## config.mk

```make
export PLATFORM = sky130hd
export DESIGN_NAME = sixbitcos_seq
export DESIGN_NICKNAME = d
export VERILOG_FILES = /design/src/rtl/sixbitcos_seq.sv
export SDC_FILE = /design/constraint.sdc
export NUM_CORES = 1
export LEC_CHECK = 0
export ABC_AREA = 1
export BUFFER_PORTS_ARGS = -buffer_cell sky130_fd_sc_hd__buf_2
export CORE_MARGIN = 4
export CORE_UTILIZATION = 45
export DETAILED_ROUTE_END_ITERATION = 12
export GPL_TIMING_DRIVEN = 1
export HOLD_SLACK_MARGIN = 0.06
export PLACE_DENSITY_LB_ADDON = 0.05
export SETUP_SLACK_MARGIN = 0.2
export SKIP_CTS_REPAIR_TIMING = 1
export SYNTH_ARGS = -nofsm -noshare
export SYNTH_HDL_FRONTEND = slang
export SYNTH_SLANG_ARGS = --single-unit
```

## constraint.sdc

```tcl
create_clock -name clk -period 4.19 [get_ports clk]
set_input_delay 0.6285 -clock clk [delete_from_list [all_inputs] [get_ports clk]]
set_output_delay 0.6285 -clock clk [all_outputs]
set_load 0.005 [all_outputs]
```

## src/rtl/sixbitcos_seq.sv

```systemverilog
// Multi-cycle six-bit Taylor cosine: out = C0 - x^2/D2 + x^4/D4 (mod 64).
// One shared squaring multiplier; overflow is the OR of every stage flag.
module sixbitcos_seq #(
  parameter int unsigned C0 = 1,
  parameter int unsigned D2 = 2,
  parameter int unsigned D4 = 24
) (
  input  logic       clk,
  input  logic       rst_n,
  input  logic       start,
  input  logic [5:0] ain,
  output logic       busy,
  output logic       done,
  output logic [5:0] out,
  output logic       overflow
);

  typedef enum logic [2:0] {StIdle, StSq, StQ4, StDiv, StSub, StAdd, StDone} state_e;

  localparam logic [5:0] C0W    = 6'(C0);
  localparam bit         D2Zero = (D2 == 0);
  localparam bit         D4Zero = (D4 == 0);
  // Substitute 1 for a zero divisor; the term itself is forced to 0 in that case.
  localparam logic [5:0] D2S    = D2Zero ? 6'd1 : 6'(D2);
  localparam logic [5:0] D4S    = D4Zero ? 6'd1 : 6'(D4);

  state_e      state_q;
  logic [5:0]  x_q, p2_q, p4_q, t1_q, t2_q, s_q, out_q;
  logic        f0_q, f1_q, f2_q, fz_q;
  logic        busy_q, done_q, ovf_q;

  logic [5:0]  mul_op;
  logic [11:0] product;
  logic        prod_ovf;
  logic [6:0]  sum;

  always_comb begin
    mul_op   = (state_q == StSq) ? x_q : p2_q;
    product  = {6'd0, mul_op} * {6'd0, mul_op};
    prod_ovf = |product[11:6];
    sum      = {1'b0, s_q} + {1'b0, t2_q};
  end

  always_ff @(posedge clk or negedge rst_n) begin
    if (!rst_n) begin
      state_q <= StIdle;
      x_q     <= '0;
      p2_q    <= '0;
      p4_q    <= '0;
      t1_q    <= '0;
      t2_q    <= '0;
      s_q     <= '0;
      out_q   <= '0;
      f0_q    <= 1'b0;
      f1_q    <= 1'b0;
      f2_q    <= 1'b0;
      fz_q    <= 1'b0;
      busy_q  <= 1'b0;
      done_q  <= 1'b0;
      ovf_q   <= 1'b0;
    end else begin
      case (state_q)
        StIdle, StDone: begin
          done_q <= 1'b0;
          if (start) begin
            x_q     <= ain;
            f0_q    <= 1'b0;
            f1_q    <= 1'b0;
            f2_q    <= 1'b0;
            fz_q    <= 1'b0;
            busy_q  <= 1'b1;
            state_q <= StSq;
          end else begin
            state_q <= StIdle;
          end
        end
        StSq: begin
          p2_q    <= product[5:0];
          f0_q    <= prod_ovf;
          state_q <= StQ4;
        end
        StQ4: begin
          p4_q    <= product[5:0];
          f1_q    <= f0_q | prod_ovf;
          state_q <= StDiv;
        end
        StDiv: begin
          t1_q    <= (f0_q || D2Zero) ? 6'd0 : p2_q / D2S;
          t2_q    <= (f1_q || D4Zero) ? 6'd0 : p4_q / D4S;
          fz_q    <= D2Zero | D4Zero;
          state_q <= StSub;
        end
        StSub: begin
          s_q     <= C0W - t1_q;
          f2_q    <= (t1_q > C0W);
          state_q <= StAdd;
        end
        StAdd: begin
          out_q   <= sum[5:0];
          ovf_q   <= f0_q | f1_q | f2_q | sum[6] | fz_q;
          busy_q  <= 1'b0;
          done_q  <= 1'b1;
          state_q <= StDone;
        end
        default: begin
          busy_q  <= 1'b0;
          done_q  <= 1'b0;
          state_q <= StIdle;
        end
      endcase
    end
  end

  assign busy     = busy_q;
  assign done     = done_q;
  assign out      = out_q;
  assign overflow = ovf_q;

endmodule

```

==> results of run 1 <==
-- state kept, by name, indices dropped and copies added (netlist names) --
signal / cells
f1_q: 1
x_q: 6
t1_q: 4
out: 6
done: 1
p2_q: 5
p4_q: 3
busy: 1
overflow: 1
state_q: 3
f0_q: 1
f2_q: 1
t2_q: 2
s_q: 6
-- worst reg2reg max path, cell delays in order, from the launching register on --
cell     delay, ns
dfrtp_1       0.43
inv_2         0.12
nand2_4       0.07
nor2_4        0.22
nand2_2       0.11
o21ai_4       0.09
inv_2         0.07
nand2_2       0.07
fa_2          0.47
fa_2          0.57
inv_1         0.05
fa_2          0.43
ha_4          0.30
nand2_2       0.06
nand2_2       0.09
nand2_2       0.06
nor2_1        0.09
nor2_1        0.05
nand2_1       0.05
nand2_1       0.05
nor2_2        0.13
nand2_1       0.07
nand2_1       0.07
nand2_1       0.05
-- power by group through the flow --
stage / registers [W] / clock network, W / logic [W]
2_1_floorplan: 0.000641 / 0 / 0.00104
3_3_place_gp: 0.000658 / 0 / 0.00137
3_5_place_dp: 0.000660 / 0 / 0.00139
4_1_cts: 0.000653 / 0.000247 / 0.00140
5_1_grt: 0.000680 / 0.000263 / 0.00189
6_report: 0.000661 / 0.000239 / 0.00168
-- path summary, 6_finish.rpt --
path	start	end	slack [ns]	cells after the start
setup / recovery	state_q[1]$_DFF_PN0_	f0_q$_DFFE_PN0P_	0.30	23
setup reg to reg	state_q[1]$_DFF_PN0_	f0_q$_DFFE_PN0P_	0.30	23
min in group clk	out[3]$_DFFE_PN0P_	out[3]$_DFFE_PN0P_	0.48	2
hold reg to reg	out[3]$_DFFE_PN0P_	out[3]$_DFFE_PN0P_	0.48	2
max in group asynchronous	rst_n	state_q[0]$_DFF_PN0_	3.09	1
hold / removal	rst_n	s_q[3]$_DFFE_PN0P_	0.47	1
-- metal layers --
metal  share of wire [%]  track usage, %  vias to the layer above
met3                 3.6            2.14                       11
li1                    -               -                     1160
met5                   0               0                        -
met2                  51            29.2                       41
met4                 1.8            5.18                        0
met1                  44            20.3                     1051
-- logic make-up after synthesis --
| logic type | after synthesis | synth area share, % |
|---|---|---|
| compound gates | 40 | 8.56 |
| xor+xnor | 7 | 2.30 |
| buf+inv | 61 | 8.94 |
| simple gates | 178 | 27.6 |
| flops | 41 | 38.6 |
| fa+ha+maj | 25 | 14.0 |
-- metrics by stage --
step	hold slack (ns)	power, W	setup slack, ns
after global routing	0.498	0.00283	0.147
after detailed placement	0.468	0.00205	0.117
after CTS	0.487	0.00230	0.0884
final	0.474	0.00258	0.298
after floorplan	0.333	0.00168	0.378
after global placement	0.452	0.00203	0.167
-- cell type report --
| type | count | area share (%) |
|---|---|---|
| multi-input combinational | 250 | 48.6 |
| sequential | 41 | 33.2 |
| inverter | 55 | 6.68 |
| timing repair buffer | 31 | 6.15 |
| tap | 72 | 2.91 |
| clock buffer | 5 | 2.23 |
| clock inverter | 1 | 0.162 |
-- cell usage in the layout, fill, tap and decap left out, types with 2 or more instances in the layout --
cell      instances
xnor2_1           3
nor4_1            2
dfrtp_1          40
fa_1              5
buf_2            17
o31ai_1           2
ha_1             15
xor2_1            3
nand2_1          94
o21ai_0          26
nand3b_1          2
clkbuf_8          5
inv_2             5
ha_4              2
nor2_1           37
fa_2              3
inv_1            50
a21o_1            2
nand3_1          19
buf_4            14
a21oi_1           4
nand2_2          11
nor2_4            2
nor2_2            3
nor3_1            3
nand2_4           2
==> results.toml, run 1 <==
[final_layout]
multiInputGateArea_sq_um = 1500
fin_util_pct = 55.1
fin_cells = 455
syn_to_final_growth_pct = 16.2
post-route-cell-area_sq_um = 3090
layout.nets = 418
drive_gt1_share_pct = 18.5
diodes = 0
regArea_sq_um = 1030
fillCellCount = 555

[logic_synthesis]
ys_types = 31
synthCells = 352
synth_top_area_cell = "dfrtp_1"
synth.area.top_cells = "dfrtp_1 (39%), nand2_1 (15%), ha_1 (8.0%)"
yosysMostFrequentCell = "nand2_1"
synth_warnings = 0
seq_area_frac_synth_pct = 38.6
ys_async_sr_fraction_pct = 100
ys.flop_type = "dfrtp_1"
synth_edf_count = 0
syn_nets = 386
synth.cells.most_frequent = "nand2_1 (106), inv_1 (52), dfrtp_1 (41)"
synth_area_per_cell_sq_um = 7.56
synth_top_area_share_pct = 38.6
syn_area_sq_um = 2660
ys_seq_elements = 41

[power_and_ir_drop]
pwr-share-comb_pct = 65.1
ir_drop_v = 0.000453
power_density_nw_per_um2 = 834
p_leak_nw = 1.60
switching_share_pct = 46.2
clkPwrFrac_pct = 9.3
pwr-share-seq_pct = 25.6
p_int_w = 0.00139
switching_power_w = 0.00119

[global_route]
grt_max_degree = 42
grt_pass1_vias = 2120
grt.overflow.total = 0
grt_antenna_before_repair = 0
grt_pass1_wl_mm = 9.46
grt.total_usage_pct = 16.3

[clock_network]
htreeDepth = 2
cts_tree = "built"
root_buffer = "clkbuf_8"
clockBufferDepth = 2
insertion_delay_ns = 0.29
cts_sinks = 41
clk_pin_slew_ns = 0.08
cts_made_buffers = 5

[sta]
fin_crit_sh_pct = 92.9
worst_pin_slew_ns = 0.927
period_needed_ns = 3.89
skew_ns = 0.0120
setup_viol = 0
max-slew-margin-rel_pct = 38.2
slew_viol_final = 0
fmax_mhz = 257
rsz0062_at_grt = "no"
hold_viol = 0
fin_tns_setup_ns = 0

[placed_design]
gp_congestion = 0.874
placed_area_sq_um = 2850
place_inst = 441
io_buffers = 17
hpwl_mm = 4.57

[floorplanning]
num_io_pins = 18
rows = 27
die_h_microns = 84.9
core_sq_um = 5610
dieWidth_microns = 84.9
dieArea_sq_um = 7210
initial_core_util_pct = 47.4

[setup_path]
critPathLaunchType = "register"
critPathKind = "register to register"
path_cells = "inv_2 > nand2_4 > nor2_4 > nand2_2 > o21ai_4 > inv_2 > nand2_2 > fa_2 > fa_2 > inv_1 > fa_2 > ha_4 > nand2_2 > nand2_2 > nand2_2 > nor2_1 > nor2_1 > nand2_1 > nand2_1 > nor2_2 > nand2_1 > nand2_1 > nand2_1"
cp_max_fo = 5
path_buf_inv = 3
crit_slowest_cell = "fa_2"
crit_required_ns = 4.36
arrival_ns = 4.06
cp-end-kind = "register"
cpPeakStageDelay_ns = 0.57
crit_family = "adder cells"

[route]
post_drt_wl_per_cell_microns = 13.1
drtIter0Drc = 91
drc_errors = 0
first_pass_iters = 4
viasPerCell = 4.97
ant_nets = 0
dr_total_vias = 2263
routed_wl_mm = 5.94

[run]
max-cap-violations = 0

[hold_path]
holdCritPathClass = "input pin to asynchronous set/reset pin"

[status]
status = "finished, final reports clean"
(Power assumes the default switching activity.)
==> run 2, diff against run 1 <==
- MAX_ROUTING_LAYER: default -> met4
==> results.toml, run 2 (synthesized netlist as in run 1, its figures left out) <==
[power_and_ir_drop]
clkPwrFrac_pct = 9.3
pwr-share-comb_pct = 65.1
switching_share_pct = 46.2
p_leak_nw = 1.60
power.total_w = 0.00258
p_int_w = 0.00139
power_density_nw_per_um2 = 834
ir_drop_v = 0.000452
pwr-share-seq_pct = 25.7
switching_power_w = 0.00119

[setup_path]
cp_max_fo = 5
arrival_ns = 4.07
cp-end-kind = "register"
timing.rr.end = "f0_q$_DFFE_PN0P_"
crit_required_ns = 4.36
r2r_start = "state_q[1]$_DFF_PN0_"
critPathLaunchType = "register"
regToRegSetupSlack_ns = 0.30
reg2reg_depth = 23
critPathKind = "register to register"

[route]
dr_total_vias = 2262
post_drt_wl_per_cell_microns = 13.1
routed_wl_mm = 5.94
first_pass_iters = 4
ant_nets = 0
viasPerCell = 4.97
drtIter0Drc = 98
drc_errors = 0

[sta]
finalWorstSetupSlack_ns = 0.297
period_needed_ns = 3.89
max-slew-margin-rel_pct = 37.8
fmax_mhz = 257
slew_viol_final = 0
worst_pin_slew_ns = 0.933
skew_ns = 0.0119
fin_crit_sh_pct = 92.9
hold_viol = 0
setup_viol = 0
fin_tns_setup_ns = 0
rsz0062_at_grt = "no"

[floorplanning]
dieWidth_microns = 84.9
die_h_microns = 84.9
core_sq_um = 5610
rows = 27
num_io_pins = 18
dieArea_sq_um = 7210
initial_core_util_pct = 47.4

[status]
status = "finished, final reports clean"

[final_layout]
layout_common_cells = "nand2_1 (94), inv_1 (50), dfrtp_1 (40), nor2_1 (37), o21ai_0 (26)"
syn_to_final_growth_pct = 16.2
fin_cells = 455
drive_gt1_share_pct = 18.5
fillCellCount = 555
layout.nets = 418
diodes = 0
fin_util_pct = 55.1
mostFrequentLayoutCell = "nand2_1"

[global_route]
grt.total_usage_pct = 16.8
grt_pass1_vias = 2123
grt_max_degree = 42
grt_antenna_before_repair = 0
grt_pass1_wl_mm = 9.46
grt.overflow.total = 0

[clock_network]
root_buffer = "clkbuf_8"
cts_tree = "built"
clk_pin_slew_ns = 0.08
htreeDepth = 2
clockBufferDepth = 2
cts_made_buffers = 5
insertion_delay_ns = 0.29
cts_sinks = 41

[placed_design]
io_buffers = 17
place_inst = 441
dp_slack_ns = 0.117
hpwl_mm = 4.57
gp_congestion = 0.889

[run]
max-cap-violations = 0

[hold_path]
holdCritPathClass = "input pin to asynchronous set/reset pin"
## run 2: cell type report
type	count	area [sq um]	area share [%]
multi-input cells	250	1500	48.6
flip-flops and latches	41	1030	33.2
inverters	55	206	6.68
repair buffers	31	190	6.15
well taps	72	90.1	2.91
clock buffers	5	68.8	2.23
clock inverters	1	5.00	0.162
## run 2: routing by layer
metal	vias up	wire length [microns]	global-route usage, %
met1	1050	2590	20.3
met2	39	3030	29.2
met5	-	0	-
li1	1160	-	-
met3	13	213	2.14
met4	0	108	5.18
## run 2: critical path, cell delays in order (launching register included)
cell and delay [ns]:
dfrtp_1 0.43, inv_2 0.12, nand2_4 0.07, nor2_4 0.22, nand2_2 0.11, o21ai_4 0.09, inv_2 0.07, nand2_2 0.07
fa_2 0.47, fa_2 0.57, inv_1 0.05, fa_2 0.43, ha_4 0.30, nand2_2 0.06, nand2_2 0.09, nand2_2 0.06
nor2_1 0.09, nor2_1 0.05, nand2_1 0.05, nand2_1 0.05, nor2_2 0.13, nand2_1 0.07, nand2_1 0.07, nand2_1 0.05
## run 2: worst max-delay path by stage
| stage | endpoint | startpoint | cells after the start |
|---|---|---|---|
| 2_1_floorplan | f1_q$_DFFE_PN0P_ | state_q[1]$_DFF_PN0_ | 20 |
| 3_3_place_gp | f1_q$_DFFE_PN0P_ | state_q[1]$_DFF_PN0_ | 21 |
| 3_5_place_dp | f1_q$_DFFE_PN0P_ | state_q[1]$_DFF_PN0_ | 21 |
| 4_1_cts | f0_q$_DFFE_PN0P_ | state_q[1]$_DFF_PN0_ | 21 |
| 5_1_grt | f0_q$_DFFE_PN0P_ | state_q[1]$_DFF_PN0_ | 23 |
| 6_report | f0_q$_DFFE_PN0P_ | state_q[1]$_DFF_PN0_ | 23 |
## run 2: stage by stage
step           hold WS (ns)  area [sq um]
2_1_floorplan         0.333          2660
3_3_place_gp          0.452          2850
3_5_place_dp          0.468          2850
4_1_cts               0.487          2920
5_1_grt               0.498          3090
6_report              0.476          3090
## run 2: power groups by stage
stage | clock (W) | sequential [W] | combinational (W)
detailed placement | 0 | 0.000660 | 0.00139
global route | 0.000263 | 0.000680 | 0.00189
CTS | 0.000247 | 0.000653 | 0.00140
floorplan | 0 | 0.000641 | 0.00104
finish | 0.000239 | 0.000661 | 0.00168
global placement | 0 | 0.000658 | 0.00137
